### config.mk
export PLATFORM = sky130hd
export DESIGN_NAME = pcie_link_monitor
export DESIGN_NICKNAME = d
export VERILOG_FILES = /design/src/rtl/pcie_mon_pkg.sv /design/src/rtl/sync_debounce.sv /design/src/rtl/pcie_link_monitor.sv
export SDC_FILE = /design/constraint.sdc
export NUM_CORES = 1
export LEC_CHECK = 0
export CORE_AREA = 2 2 128 130
export DETAILED_ROUTE_END_ITERATION = 12
export DIE_AREA = 0 0 130 132
export GPL_TIMING_DRIVEN = 1
export PLACE_DENSITY = 0.57
export SLEW_MARGIN = 20
export SYNTH_ARGS = -nofsm -noshare
export SYNTH_HDL_FRONTEND = slang
export SYNTH_SLANG_ARGS = --single-unit
### constraint.sdc
create_clock -name clk -period 3.3 [get_ports clk]
set_input_delay 0.66 -clock clk [delete_from_list [all_inputs] [get_ports clk]]
set_output_delay 0.66 -clock clk [all_outputs]
set_load 0.02 [all_outputs]
### src/rtl/pcie_mon_pkg.sv
`default_nettype none
// ============================================================================
// Module   : pcie_mon_pkg
// Purpose  : Shared constants for the PCIe link monitor. Includes the link
//            state encoding that software reads, and the LED bit positions.
// Revision : 1.0 - initial release
// ============================================================================
package pcie_mon_pkg;

    // Link state encoding, also visible to software through link_state
    localparam logic [1:0] ST_RESET = 2'd0;
    localparam logic [1:0] ST_TRAIN = 2'd1;
    localparam logic [1:0] ST_UP    = 2'd2;
    localparam logic [1:0] ST_FAIL  = 2'd3;

    typedef enum logic [1:0] {
        S_RESET = ST_RESET,
        S_TRAIN = ST_TRAIN,
        S_UP    = ST_UP,
        S_FAIL  = ST_FAIL
    } link_state_e;

    // LED bit positions
    localparam int c_led_hb       = 0;
    localparam int c_led_link     = 1;
    localparam int c_led_train    = 2;
    localparam int c_led_timeout  = 3;
    localparam int c_led_perst    = 4;
    localparam int c_led_drop_lsb = 5;

endpackage : pcie_mon_pkg
`default_nettype wire

### src/rtl/sync_debounce.sv
`default_nettype none
// ============================================================================
// Module   : sync_debounce
// Purpose  : Two-flop synchroniser followed by a debounce filter. The filtered
//            output flips only after the synchronised input has disagreed with
//            it for DEBOUNCE_CYCLES consecutive cycles.
// Revision : 1.0 - initial release
// ============================================================================
module sync_debounce #(
    parameter int unsigned DEBOUNCE_CYCLES = 1024
) (
    input  logic clk,
    input  logic rst_n,
    input  logic d_async,
    output logic q_sync,
    output logic q_db
);

    localparam int c_cnt_w = (DEBOUNCE_CYCLES > 1) ? $clog2(DEBOUNCE_CYCLES) : 1;
    localparam logic [c_cnt_w-1:0] c_cnt_last = c_cnt_w'(DEBOUNCE_CYCLES - 1);

    logic               r_meta;
    logic               r_sync;
    logic               r_db;
    logic [c_cnt_w-1:0] r_cnt;

    // Two-flop synchroniser; resets to 0 so the input reads as deasserted
    always_ff @(posedge clk or negedge rst_n) begin
        if (!rst_n) begin
            r_meta <= 1'b0;
            r_sync <= 1'b0;
        end else begin
            r_meta <= d_async;
            r_sync <= r_meta;
        end
    end

    // Debounce: count consecutive disagreement, flip once it has lasted long enough
    always_ff @(posedge clk or negedge rst_n) begin
        if (!rst_n) begin
            r_db  <= 1'b0;
            r_cnt <= '0;
        end else if (r_sync == r_db) begin
            r_cnt <= '0;
        end else if (r_cnt == c_cnt_last) begin
            r_db  <= r_sync;
            r_cnt <= '0;
        end else begin
            r_cnt <= r_cnt + 1'b1;
        end
    end

    assign q_sync = r_sync;
    assign q_db   = r_db;

endmodule : sync_debounce
`default_nettype wire

### src/rtl/pcie_link_monitor.sv
`default_nettype none
// ============================================================================
// Module   : pcie_link_monitor
// Purpose  : Watches PERST# and link-up from the PCIe core. It tracks link
//            training, times it against a timeout, counts link drops, drives
//            a heartbeat and drives the board LEDs.
// Revision : 1.0 - initial release
// ============================================================================
module pcie_link_monitor
    import pcie_mon_pkg::*;
#(
    parameter int unsigned DEBOUNCE_CYCLES = 1024,
    parameter int unsigned TIMEOUT_CYCLES  = 25000000,
    parameter int unsigned HB_HALF_CYCLES  = 125000000,
    parameter int unsigned DROP_W          = 16
) (
    input  logic              clk,
    input  logic              rst_n,
    input  logic              pcie_perst_n,
    input  logic              pcie_link_up,
    input  logic              clr,
    output logic [7:0]        LED,
    output logic [1:0]        link_state,
    output logic              timeout_flag,
    output logic [DROP_W-1:0] drop_cnt,
    output logic [31:0]       train_cycles
);

    localparam logic [31:0] c_train_last = 32'(TIMEOUT_CYCLES - 1);
    localparam logic [31:0] c_train_max  = 32'(TIMEOUT_CYCLES);
    localparam int          c_hb_w       = (HB_HALF_CYCLES > 1) ? $clog2(HB_HALF_CYCLES) : 1;
    localparam logic [c_hb_w-1:0] c_hb_last = c_hb_w'(HB_HALF_CYCLES - 1);

    logic              r_perst_meta;
    logic              r_perst_s;
    logic              w_link_db;
    link_state_e       r_state;
    link_state_e       w_state_nxt;
    logic [31:0]       r_train_cnt;
    logic [31:0]       w_train_cnt_nxt;
    logic              w_latch_train;
    logic              w_set_timeout;
    logic              w_drop_inc;
    logic              r_timeout;
    logic [DROP_W-1:0] r_drop;
    logic [31:0]       r_train_cycles;
    logic [c_hb_w-1:0] r_hb_cnt;
    logic              r_hb;
    logic [7:0]        r_led;

    // PERST# is level-only, so a bare synchroniser is enough
    always_ff @(posedge clk or negedge rst_n) begin
        if (!rst_n) begin
            r_perst_meta <= 1'b0;
            r_perst_s    <= 1'b0;
        end else begin
            r_perst_meta <= pcie_perst_n;
            r_perst_s    <= r_perst_meta;
        end
    end

    sync_debounce #(
        .DEBOUNCE_CYCLES (DEBOUNCE_CYCLES)
    ) u_link_db (
        .clk     (clk),
        .rst_n   (rst_n),
        .d_async (pcie_link_up),
        .q_sync  (),
        .q_db    (w_link_db)
    );

    // Link state register and training counter
    always_ff @(posedge clk or negedge rst_n) begin
        if (!rst_n) begin
            r_state     <= S_RESET;
            r_train_cnt <= '0;
        end else begin
            r_state     <= w_state_nxt;
            r_train_cnt <= w_train_cnt_nxt;
        end
    end

    // Next-state logic and the statistic update strobes
    always_comb begin
        w_state_nxt     = r_state;
        w_train_cnt_nxt = r_train_cnt;
        w_latch_train   = 1'b0;
        w_set_timeout   = 1'b0;
        w_drop_inc      = 1'b0;
        case (r_state)
            S_RESET: begin
                w_state_nxt     = S_TRAIN;
                w_train_cnt_nxt = '0;
            end
            S_TRAIN: begin
                if (r_train_cnt != c_train_max)
                    w_train_cnt_nxt = r_train_cnt + 32'd1;
                // Link-up takes priority over a coincident timeout
                if (w_link_db) begin
                    w_state_nxt   = S_UP;
                    w_latch_train = 1'b1;
                end else if (r_train_cnt == c_train_last) begin
                    w_state_nxt   = S_FAIL;
                    w_set_timeout = 1'b1;
                end
            end
            S_UP: begin
                if (!w_link_db) begin
                    w_state_nxt     = S_TRAIN;
                    w_train_cnt_nxt = '0;
                    w_drop_inc      = 1'b1;
                end
            end
            S_FAIL: begin
                if (w_link_db)
                    w_state_nxt = S_UP;
            end
            default: w_state_nxt = S_RESET;
        endcase
        // PERST# asserted overrides everything, link status is ignored
        if (!r_perst_s) begin
            w_state_nxt   = S_RESET;
            w_latch_train = 1'b0;
            w_set_timeout = 1'b0;
            w_drop_inc    = 1'b0;
        end
    end

    // Statistics; clr beats any coincident update
    always_ff @(posedge clk or negedge rst_n) begin
        if (!rst_n) begin
            r_timeout      <= 1'b0;
            r_drop         <= '0;
            r_train_cycles <= '0;
        end else if (clr) begin
            r_timeout      <= 1'b0;
            r_drop         <= '0;
            r_train_cycles <= '0;
        end else begin
            if (w_set_timeout)
                r_timeout <= 1'b1;
            if (w_drop_inc && (r_drop != {DROP_W{1'b1}}))
                r_drop <= r_drop + 1'b1;
            if (w_latch_train)
                r_train_cycles <= r_train_cnt;
        end
    end

    // Free-running heartbeat
    always_ff @(posedge clk or negedge rst_n) begin
        if (!rst_n) begin
            r_hb_cnt <= '0;
            r_hb     <= 1'b0;
        end else if (r_hb_cnt == c_hb_last) begin
            r_hb_cnt <= '0;
            r_hb     <= ~r_hb;
        end else begin
            r_hb_cnt <= r_hb_cnt + 1'b1;
        end
    end

    // LED register samples the current status each cycle
    always_ff @(posedge clk or negedge rst_n) begin
        if (!rst_n) begin
            r_led <= '0;
        end else begin
            r_led[c_led_hb]                      <= r_hb;
            r_led[c_led_link]                    <= w_link_db;
            r_led[c_led_train]                   <= (r_state == S_TRAIN);
            r_led[c_led_timeout]                 <= r_timeout;
            r_led[c_led_perst]                   <= r_perst_s;
            r_led[c_led_drop_lsb +: 3]           <= r_drop[2:0];
        end
    end

    assign LED          = r_led;
    assign link_state   = r_state;
    assign timeout_flag = r_timeout;
    assign drop_cnt     = r_drop;
    assign train_cycles = r_train_cycles;

endmodule : pcie_link_monitor
`default_nettype wire
Word level (Yosys, flattened, before mapping)

Cells that the tools add are included.

Bits in registers: 134
Logic and storage cells: 71

$add $sub $neg: 4
Equal/unequal tests: 14
Mux-type cells: 28
Bitwise gates (word level): 2
Reduce and logical (&&, ||, !) cells: 9

Operators with widths:

| cell                                                                      | count |
|---|---|
| 32-bit 2-to-1 mux                                                         | 4 |
| 32-bit one-hot mux with 3 select lines                                    | 1 |
| 32-bit by 1-bit adder with 32-bit output, second input constant           | 1 |
| 32-bit by 25-bit equality test with 1-bit output, second input constant   | 1 |
| 16-bit 2-to-1 mux                                                         | 2 |
| 32-bit by 25-bit inequality test with 1-bit output, second input constant | 1 |
| 27-bit by 1-bit adder with 27-bit output, second input constant           | 1 |
| 27-bit equality test, second input constant                               | 1 |
| 27-bit 2-to-1 mux                                                         | 1 |
| 10-bit 2-to-1 mux                                                         | 2 |
| 16-bit by 1-bit adder with 16-bit output, second input constant           | 1 |
| 16-bit inequality test, second input constant                             | 1 |
| 1-bit 2-to-1 mux                                                          | 12 |
| 10-bit by 1-bit adder with 10-bit output, second input constant           | 1 |
| 10-bit equality test, second input constant                               | 1 |
| 2-bit 2-to-1 mux                                                          | 5 |
| 2-bit one-hot mux with 4 select lines                                     | 1 |
| 3-bit AND reduction                                                       | 2 |
| 2-bit nonzero test                                                        | 3 |
| 2-bit equality test, second input constant                                | 2 |
| 2-bit inequality test, second input constant                              | 2 |
| 4-bit by 3-bit inequality test with 1-bit output, second input constant   | 1 |
| 3-bit by 2-bit inequality test with 1-bit output, second input constant   | 1 |
| 3-bit inequality test, second input constant                              | 1 |
| 7 further kinds                                                           | 8 |

Depth between registers and ports, before layout

Gate-level depths: netlist (run 1).

Word-level depth: 7
Gate-level depth with buffers: 8
Gate-level depth less buffers: 7

Hierarchy

Synthesis (run 1) repeated with hierarchy kept, for this count alone.

Cell total of the unflattened synthesis: 590
Area, all modules: 6291.0 sq um

Modules (own cells, without submodules):

| module            | instances | cells each | area an instance (sq um) | sequential area each (sq um) |
|---|---|---|---|---|
| pcie_link_monitor | 1         | 535        | 5699.2                   | 3027.9 |
| sync_debounce     | 1         | 55         | 591.8                    | 325.3 |

Worst setup path after synthesis (run 1)

Ideal clock, no wire load.

Path type: reg-to-reg
Start: register r_hb_cnt[0]
End: register r_hb_cnt[20]
Setup time: 77 ps
Arrival time: 1976 ps
Required time: 3223 ps
Setup slack: 1246 ps
Cell stages (with the launch flop): 8
Buffers on the path: 1
Period minus slack after synthesis: 2054 ps
Cell sequence: dfrtp_1 ha_1 nand2_1 or4_4 or3_1 clkbuf_2 or3_1 a21oi_1

Longest elaborated chain between the ends: 2
Elaborated cells between the ends (all ways): 3
Those cells by class: add/sub: 1; eq/ne: 1; mux: 1

RTL lines:

| element                                                                                 | RTL line                                           | source |
|---|---|---|
| start: declaration                                                                      | pcie_link_monitor.sv:47                            | `logic [c_hb_w-1:0] r_hb_cnt;` |
| start signal: assignment                                                                | pcie_link_monitor.sv:158                           | `r_hb_cnt <= r_hb_cnt + 1'b1;` |
| 27-bit by 1-bit adder with 27-bit output / 27-bit equality test (equally long branches) | pcie_link_monitor.sv:158, pcie_link_monitor.sv:154 |  |
| 27-bit 2-to-1 mux *                                                                     | pcie_link_monitor.sv:154                           | `end else if (r_hb_cnt == c_hb_last) begin` |

Mark *: on every way between the ends. The rest lies on a longest branch, timed or not.
A chain may end at the register's enable or synchronous reset.

Worst setup path after layout (run 1)

Start: register r_state[1] (netlist: link_state[1])
End: register r_train_cnt[28]

Longest elaborated chain between the ends: 3
Elaborated cells between the ends (all ways): 8
Those cells by class: eq/ne: 4; mux: 1; reduce/logical: 3

RTL lines:

| element                                                                      | RTL line                | source |
|---|---|---|
| start: declaration                                                           | pcie_link_monitor.sv:37 | `link_state_e r_state;` |
| start signal: assignment                                                     | pcie_link_monitor.sv:78 | `r_state <= w_state_nxt;` |
| 2-bit equality test (tied with other cells)                                  | pcie_link_monitor.sv:90 | `case (r_state)` |
| 2-bit inequality test (no line) / 3-bit nonzero test (equally long branches) | --                      |  |
| 3-bit AND reduction (no line)                                                | --                      |  |
| end signal: assignment                                                       | pcie_link_monitor.sv:79 | `r_train_cnt <= w_train_cnt_nxt;` |
| end: declaration                                                             | pcie_link_monitor.sv:39 | `logic [31:0] r_train_cnt;` |

Several ways; a longest one is shown, not always the timed one.

==> results.sh, run 1 <==
export IMPL_status="finished, final reports clean"
export IMPL_register_area_mm2=0.00335
export IMPL_rsz0062_at_grt="no"
export IMPL_first_iter_violations=349
export IMPL_netlist_area_leader_share=0.556
export IMPL_io_pins=64
export IMPL_synth_simple_area_share=0.198
export IMPL_cap_violations=0
export IMPL_grt_use_met2=0.276
export IMPL_gp_congestion=0.834
export IMPL_dr_pass1_iters=5
export IMPL_avgSynthCellArea_um2=10.4
export IMPL_final_core_util=0.478
export IMPL_slew_violations=0
export IMPL_post_cts_buffers=0
export IMPL_numClockSinks=134
export IMPL_use_met3=0.0467
export IMPL_numCtsBuffers=17
export IMPL_synthArstFlopShare=1.00
export IMPL_internal_power_w=0.00302
export IMPL_worstSetupStartpoint="link_state[1]"
export IMPL_synth_top_cells_by_count="dfrtp_1 (134), nor2_1 (60), nand2_1 (44), o21ai_0 (35), a22o_1 (34)"
export IMPL_cts_tree="built"
export IMPL_ys_ff_latch=134
export IMPL_cp_common_cell="nand2b_1"
export IMPL_drc=0
export IMPL_synth_xor_area_frac=0.0668
export IMPL_synth_nets=591
export IMPL_p_sw_w=0.000763
export IMPL_hold_viol=0
export IMPL_yosys_warnings=0
export IMPL_overflow=0
export IMPL_yosys_top_cells_area="dfrtp_1 (56%), a22o_1 (4.9%), xor2_1 (4.4%)"
export IMPL_cts_root_buf="clkbuf_16"
export IMPL_floorplan_initialDensity=0.384
export IMPL_core_mm2=0.0157
export IMPL_layout_drive_gt1_share=0.0770
export IMPL_r2r_setup_slack_ns=0.67
export IMPL_yosysUniqueCellTypes=44
export IMPL_grt_pass1_vias=4702
export IMPL_hpwl_mm=9.47
export IMPL_cp_endpoint="r_train_cnt[28]"
export IMPL_pwr_share_seq=0.441
export IMPL_layout_cells_non_filler=865
export IMPL_cp_max_fo=18
export IMPL_grt_antenna_before_repair=0
export IMPL_power_leakage_nw=3.23
export IMPL_routed_wirelength_mm=14.2
export IMPL_r2r_start="link_state[1]"
export IMPL_worstPathRequired_ns=3.64
export IMPL_syn2layout_area_growth_pct=24.4
export IMPL_cp_arrival_ns=2.96
export IMPL_crit_slowest_cell="or4_1"
export IMPL_nNetsFinal=647
export IMPL_grt_pass1_wl_mm=23.9
export IMPL_total_power_w=0.00378
export IMPL_synth_top_family_by_area="simple AND/OR/NAND/NOR gates"
export IMPL_ir_drop_mv=0.395
export IMPL_vias_per_cell=5.34
export IMPL_synth_flop_cell="dfrtp_1"
export IMPL_netlist_area_mm2=0.00603
export IMPL_rr_worst_depth=5
export IMPL_io_buffers=63
export IMPL_yosysSeqAreaShare=0.556
export IMPL_combinationalPowerShare=0.026
export IMPL_hold_slack_ns=0.226
export IMPL_slew_headroom=0.281
export IMPL_timing_fmax_mhz=381
export IMPL_setup_tns_ns=0
export IMPL_fill_cells=1427
export IMPL_grt_max_degree=72
export IMPL_worst_pin_slew_ns=1.07
export IMPL_dp_cells=834
export IMPL_met1_usage=0.234
export IMPL_period_minus_slack_ns=2.63
export IMPL_grt_busiest_layer="met2"
export IMPL_antenna_cells=0
export IMPL_path_clk_slew_ns=0.06
export IMPL_post_cts_resize_count=0
export IMPL_period_share=0.796
export IMPL_critical_path_max_stage_delay_ns=0.64
export IMPL_wl_per_cell_um=16.4
export IMPL_synthMuxAreaShare=0.00353
export IMPL_grt_usage=0.175
export IMPL_die_h_um=132
export IMPL_htreeDepth=4
export IMPL_die_width_um=130
export IMPL_power_frac_clock=0.532
export IMPL_antenna_left=0
export IMPL_clk_latency_ns=0.42
export IMPL_fin_skew_ns=0.00850
export IMPL_hp_class="input port to asynchronous set/reset pin"
export IMPL_cp_cell_sequence="nand2b_1 -> inv_1 -> nand2b_1 -> or4_1 -> o21ai_0"
export IMPL_multiInputGateArea_mm2=0.00250
export IMPL_synthAdderAreaFrac=0.0104
export IMPL_r2r_end="r_train_cnt[28]"
export IMPL_crit_type="register to register"
export IMPL_yosysMostFrequentCell="dfrtp_1"
export IMPL_fp_row_count=46
export IMPL_clock_path_buffers=2
export IMPL_cp_start_kind="register"
export IMPL_synth_largest_area_cell="dfrtp_1"
export IMPL_synth_edf_count=0
export IMPL_critPathCaptureType="register"
export IMPL_holdBufCountCts=0
export IMPL_finalSetupViolCount=0
export IMPL_powerDensity_mw_per_mm2=503
export IMPL_syn_inst=581
export IMPL_synth_compound_area_frac=0.133
export IMPL_dr_total_vias=4623
export IMPL_p_sw_frac=0.202
export IMPL_die_area_mm2=0.0172
## cell usage in the layout, fill, tap and decap left out, types with 15 or more instances in the layout
cell type and n:
dfrtp_1 134, clkdlybuf4s50_1 62, nor2_1 60, nand2_1 44, o21ai_0 35, a22o_1 34
xor2_1 30, nand4_1 27, nand3_1 26, clkbuf_16 17, xnor2_1 16, inv_1 15
## worst max-delay path: cells and delay by family, from the launching register on
kind | cells | cell delay (ns)
AND/OR/NAND/NOR | 3 | 1.60
flip-flops | 1 | 0.48
buffers and inverters | 1 | 0.37
AO/OA/AOI/OAI | 1 | 0.09
## power groups by stage
stage                     logic (W)  registers (W)  clock network, W
after detailed placement   0.000102        0.00170                 0
after global routing       0.000114        0.00167           0.00213
after floorplan           0.0000409        0.00170                 0
final                     0.0000999        0.00167           0.00201
after CTS                  0.000104        0.00167           0.00205
after global placement     0.000101        0.00170                 0
## routing by layer
layer | share of wire | up-vias
li1 | - | 2221
met1 | 0.46 | 2263
met2 | 0.49 | 121
met3 | 0.045 | 18
met4 | 0.011 | 0
met5 | 0 | -
## kinds of logic after synthesis
family,Yosys count
buffers and inverters,48
flip-flops,134
XOR/XNOR,46
AND/OR/NAND/NOR,230
AO/OA/AOI/OAI,116
adder cells (fa/ha/maj),5
multiplexers,2
## flip-flops by register name (all words and copies together) (netlist names), 2 cells and up
register	flops
u_link_db.r_cnt	10
drop_cnt	16
train_cycles	32
LED	8
r_train_cnt	32
r_hb_cnt	27
link_state	2
## per-stage QoR
stage,instance area (µm²),setup WS [ns]
5_1_grt,7510,0.421
3_3_place_gp,6880,0.821
2_1_floorplan,6030,1.25
6_report,7510,0.673
3_5_place_dp,6880,0.756
4_1_cts,7510,0.743
## area by class of cell
type | instances | share of cell area
Clock inverter | 9 | 0.0197
Inverter | 15 | 0.00750
Clock buffer | 22 | 0.0645
Tap cell | 216 | 0.0360
Sequential cell | 134 | 0.447
Timing Repair Buffer | 70 | 0.0928
Multi-Input combinational cell | 399 | 0.333
## how the worst min path moves through the flow
stage | startpoint | cells after the start | end
after global placement | r_perst_meta | 0 | r_perst_s
after detailed placement | u_link_db.r_meta | 0 | u_link_db.q_sync
after CTS | rst_n | 1 | link_state[0]
after floorplan | r_perst_meta | 0 | r_perst_s
final | rst_n | 1 | drop_cnt[13]
after global routing | rst_n | 1 | drop_cnt[8]
Power figures use the tool's default switching activity.
==> run 2, diff against run 1 <==
clock period = 2.7 ns   (was 3.3 ns; I/O delays follow)
==> run 2 against run 1 <==
  * Sequential power is 22% higher
  * First-iteration DRC count up 1.1%
  * Via count grew 2.4%
  * Register-to-register slack got worse by 0.27 ns
  * Total power up 15%
  * Critical path type unchanged
  * Critical endpoint is now r_train_cnt[30]
==> results.sh, run 2 (synthesized netlist as in run 1, its figures left out) <==
export IMPL_cp_arrival_ns=2.63
export IMPL_crit_slowest_cell="dfrtp_1"
export IMPL_r2r_setup_slack_ns=0.40
export IMPL_cp_start_kind="register"
export IMPL_final_core_util=0.477
export IMPL_clock_path_buffers=2
export IMPL_first_iter_violations=353
export IMPL_hp_class="input port to asynchronous set/reset pin"
export IMPL_powerDensity_mw_per_mm2=578
export IMPL_timing_fmax_mhz=435
export IMPL_core_mm2=0.0157
export IMPL_crit_type="register to register"
export IMPL_dr_pass1_iters=5
export IMPL_cp_cell_sequence="nor4_1 -> nand4_1 -> nor4_1 -> o21a_1 -> buf_4 -> a21oi_1 -> o21ai_0"
export IMPL_numCtsBuffers=17
export IMPL_critical_path_max_stage_delay_ns=0.48
export IMPL_rsz0062_at_grt="no"
export IMPL_ir_drop_mv=0.441
export IMPL_grt_usage=0.182
export IMPL_worst_pin_slew_ns=0.958
export IMPL_power_leakage_nw=3.24
export IMPL_antenna_cells=0
export IMPL_grt_max_degree=63
export IMPL_hold_viol=0
export IMPL_setup_slack_ns=0.400
export IMPL_cp_endpoint="r_train_cnt[30]"
export IMPL_grt_antenna_before_repair=0
export IMPL_nNetsFinal=657
export IMPL_drc=0
export IMPL_status="finished, final reports clean"
export IMPL_holdBufCountCts=0
export IMPL_cts_tree="built"
export IMPL_cp_common_cell="nor4_1"
export IMPL_routed_wirelength_mm=14.5
export IMPL_fin_skew_ns=0.00945
export IMPL_post_cts_buffers=0
export IMPL_dp_slack_ns=0.468
export IMPL_io_buffers=63
export IMPL_r2r_end="r_train_cnt[30]"
export IMPL_most_common_layout_cells="dfrtp_1 (134), clkdlybuf4s50_1 (62), nor2_1 (60), nand2_1 (44), o21ai_0 (35)"
export IMPL_finalSetupViolCount=0
export IMPL_layout_drive_gt1_share=0.0852
export IMPL_r2r_start="r_train_cnt[26]"
export IMPL_cts_root_buf="clkbuf_16"
export IMPL_die_width_um=130
export IMPL_syn2layout_area_growth_pct=24.3
export IMPL_hpwl_mm=9.98
export IMPL_numClockSinks=134
export IMPL_clk_latency_ns=0.42
export IMPL_setup_tns_ns=0
export IMPL_grt_pass1_vias=4763
export IMPL_overflow=0
export IMPL_io_pins=64
export IMPL_floorplan_initialDensity=0.384
export IMPL_fp_row_count=46
export IMPL_htreeDepth=4
export IMPL_vias_per_cell=5.42
export IMPL_rr_worst_depth=7
export IMPL_path_clk_slew_ns=0.06
export IMPL_worstPathRequired_ns=3.03
export IMPL_cap_violations=0
export IMPL_slew_headroom=0.359
export IMPL_die_h_um=132
export IMPL_period_share=0.852
export IMPL_final_common_cell="dfrtp_1"
export IMPL_worstSetupStartpoint="r_train_cnt[26]"
export IMPL_cp_max_fo=12
export IMPL_gp_congestion=0.866
export IMPL_antenna_left=0
export IMPL_wl_per_cell_um=16.7
export IMPL_critPathCaptureType="register"
export IMPL_die_area_mm2=0.0172
export IMPL_dr_total_vias=4735
export IMPL_post_cts_resize_count=0
export IMPL_period_minus_slack_ns=2.30
export IMPL_slew_violations=0
export IMPL_grt_pass1_wl_mm=24.6
## run 2: cell type report
type | instances | area, µm²
multi-input cells | 399 | 2500
flip-flops and latches | 134 | 3350
fillers | 1483 | 8210
well taps | 216 | 270
inverters | 15 | 56.3
clock inverters | 4 | 45.0
repair buffers | 80 | 772
clock buffers | 25 | 505
## run 2: critical path, delay by kind of cell (launching register included)
kind                   cells  cell delay [ns]
and+or+nand+nor            3             0.86
AOI/OAI and AO/OA          3             0.62
DFF                        1             0.48
buffers and inverters      1             0.25
## run 2: worst min-delay path by stage
| stage | from | to | slack (ns) | cells past startpoint |
|---|---|---|---|---|
| final | rst_n | u_link_db.r_cnt[1] | 0.04 | 1 |
| after global routing | rst_n | u_link_db.r_cnt[1] | 0.06 | 1 |
| after CTS | rst_n | u_link_db.r_cnt[1] | 0.04 | 1 |
| after detailed placement | r_perst_meta | r_perst_s | 0.34 | 0 |
| after global placement | r_perst_meta | r_perst_s | 0.34 | 0 |
| after floorplan | rst_n | LED[0] | 0.24 | 0 |
## run 2: power by group
group | switching (W) | internal (W)
registers | 0.0000166 | 0.00202
logic | 0.0000915 | 0.0000357
clock network | 0.000805 | 0.00137
total | 0.000913 | 0.00343
## run 2: per-stage QoR
stage                     instance area (µm²)  instances  power [W]  hold slack [ns]
final                                    7500        873    0.00434           0.0418
after global routing                     7500        873    0.00452           0.0611
after CTS                                7500        873    0.00440           0.0447
after detailed placement                 6950        844    0.00220            0.340
after global placement                   6950        844    0.00220            0.336
after floorplan                          6030        581    0.00212            0.244
## run 2: metal layers
layer,vias to the layer above,GRT usage,part of all wire
met4,0,0.0603,0.013
met3,18,0.0487,0.039
met5,-,0,0
li1,2226,-,-
met2,113,0.282,0.48
met1,2378,0.246,0.46
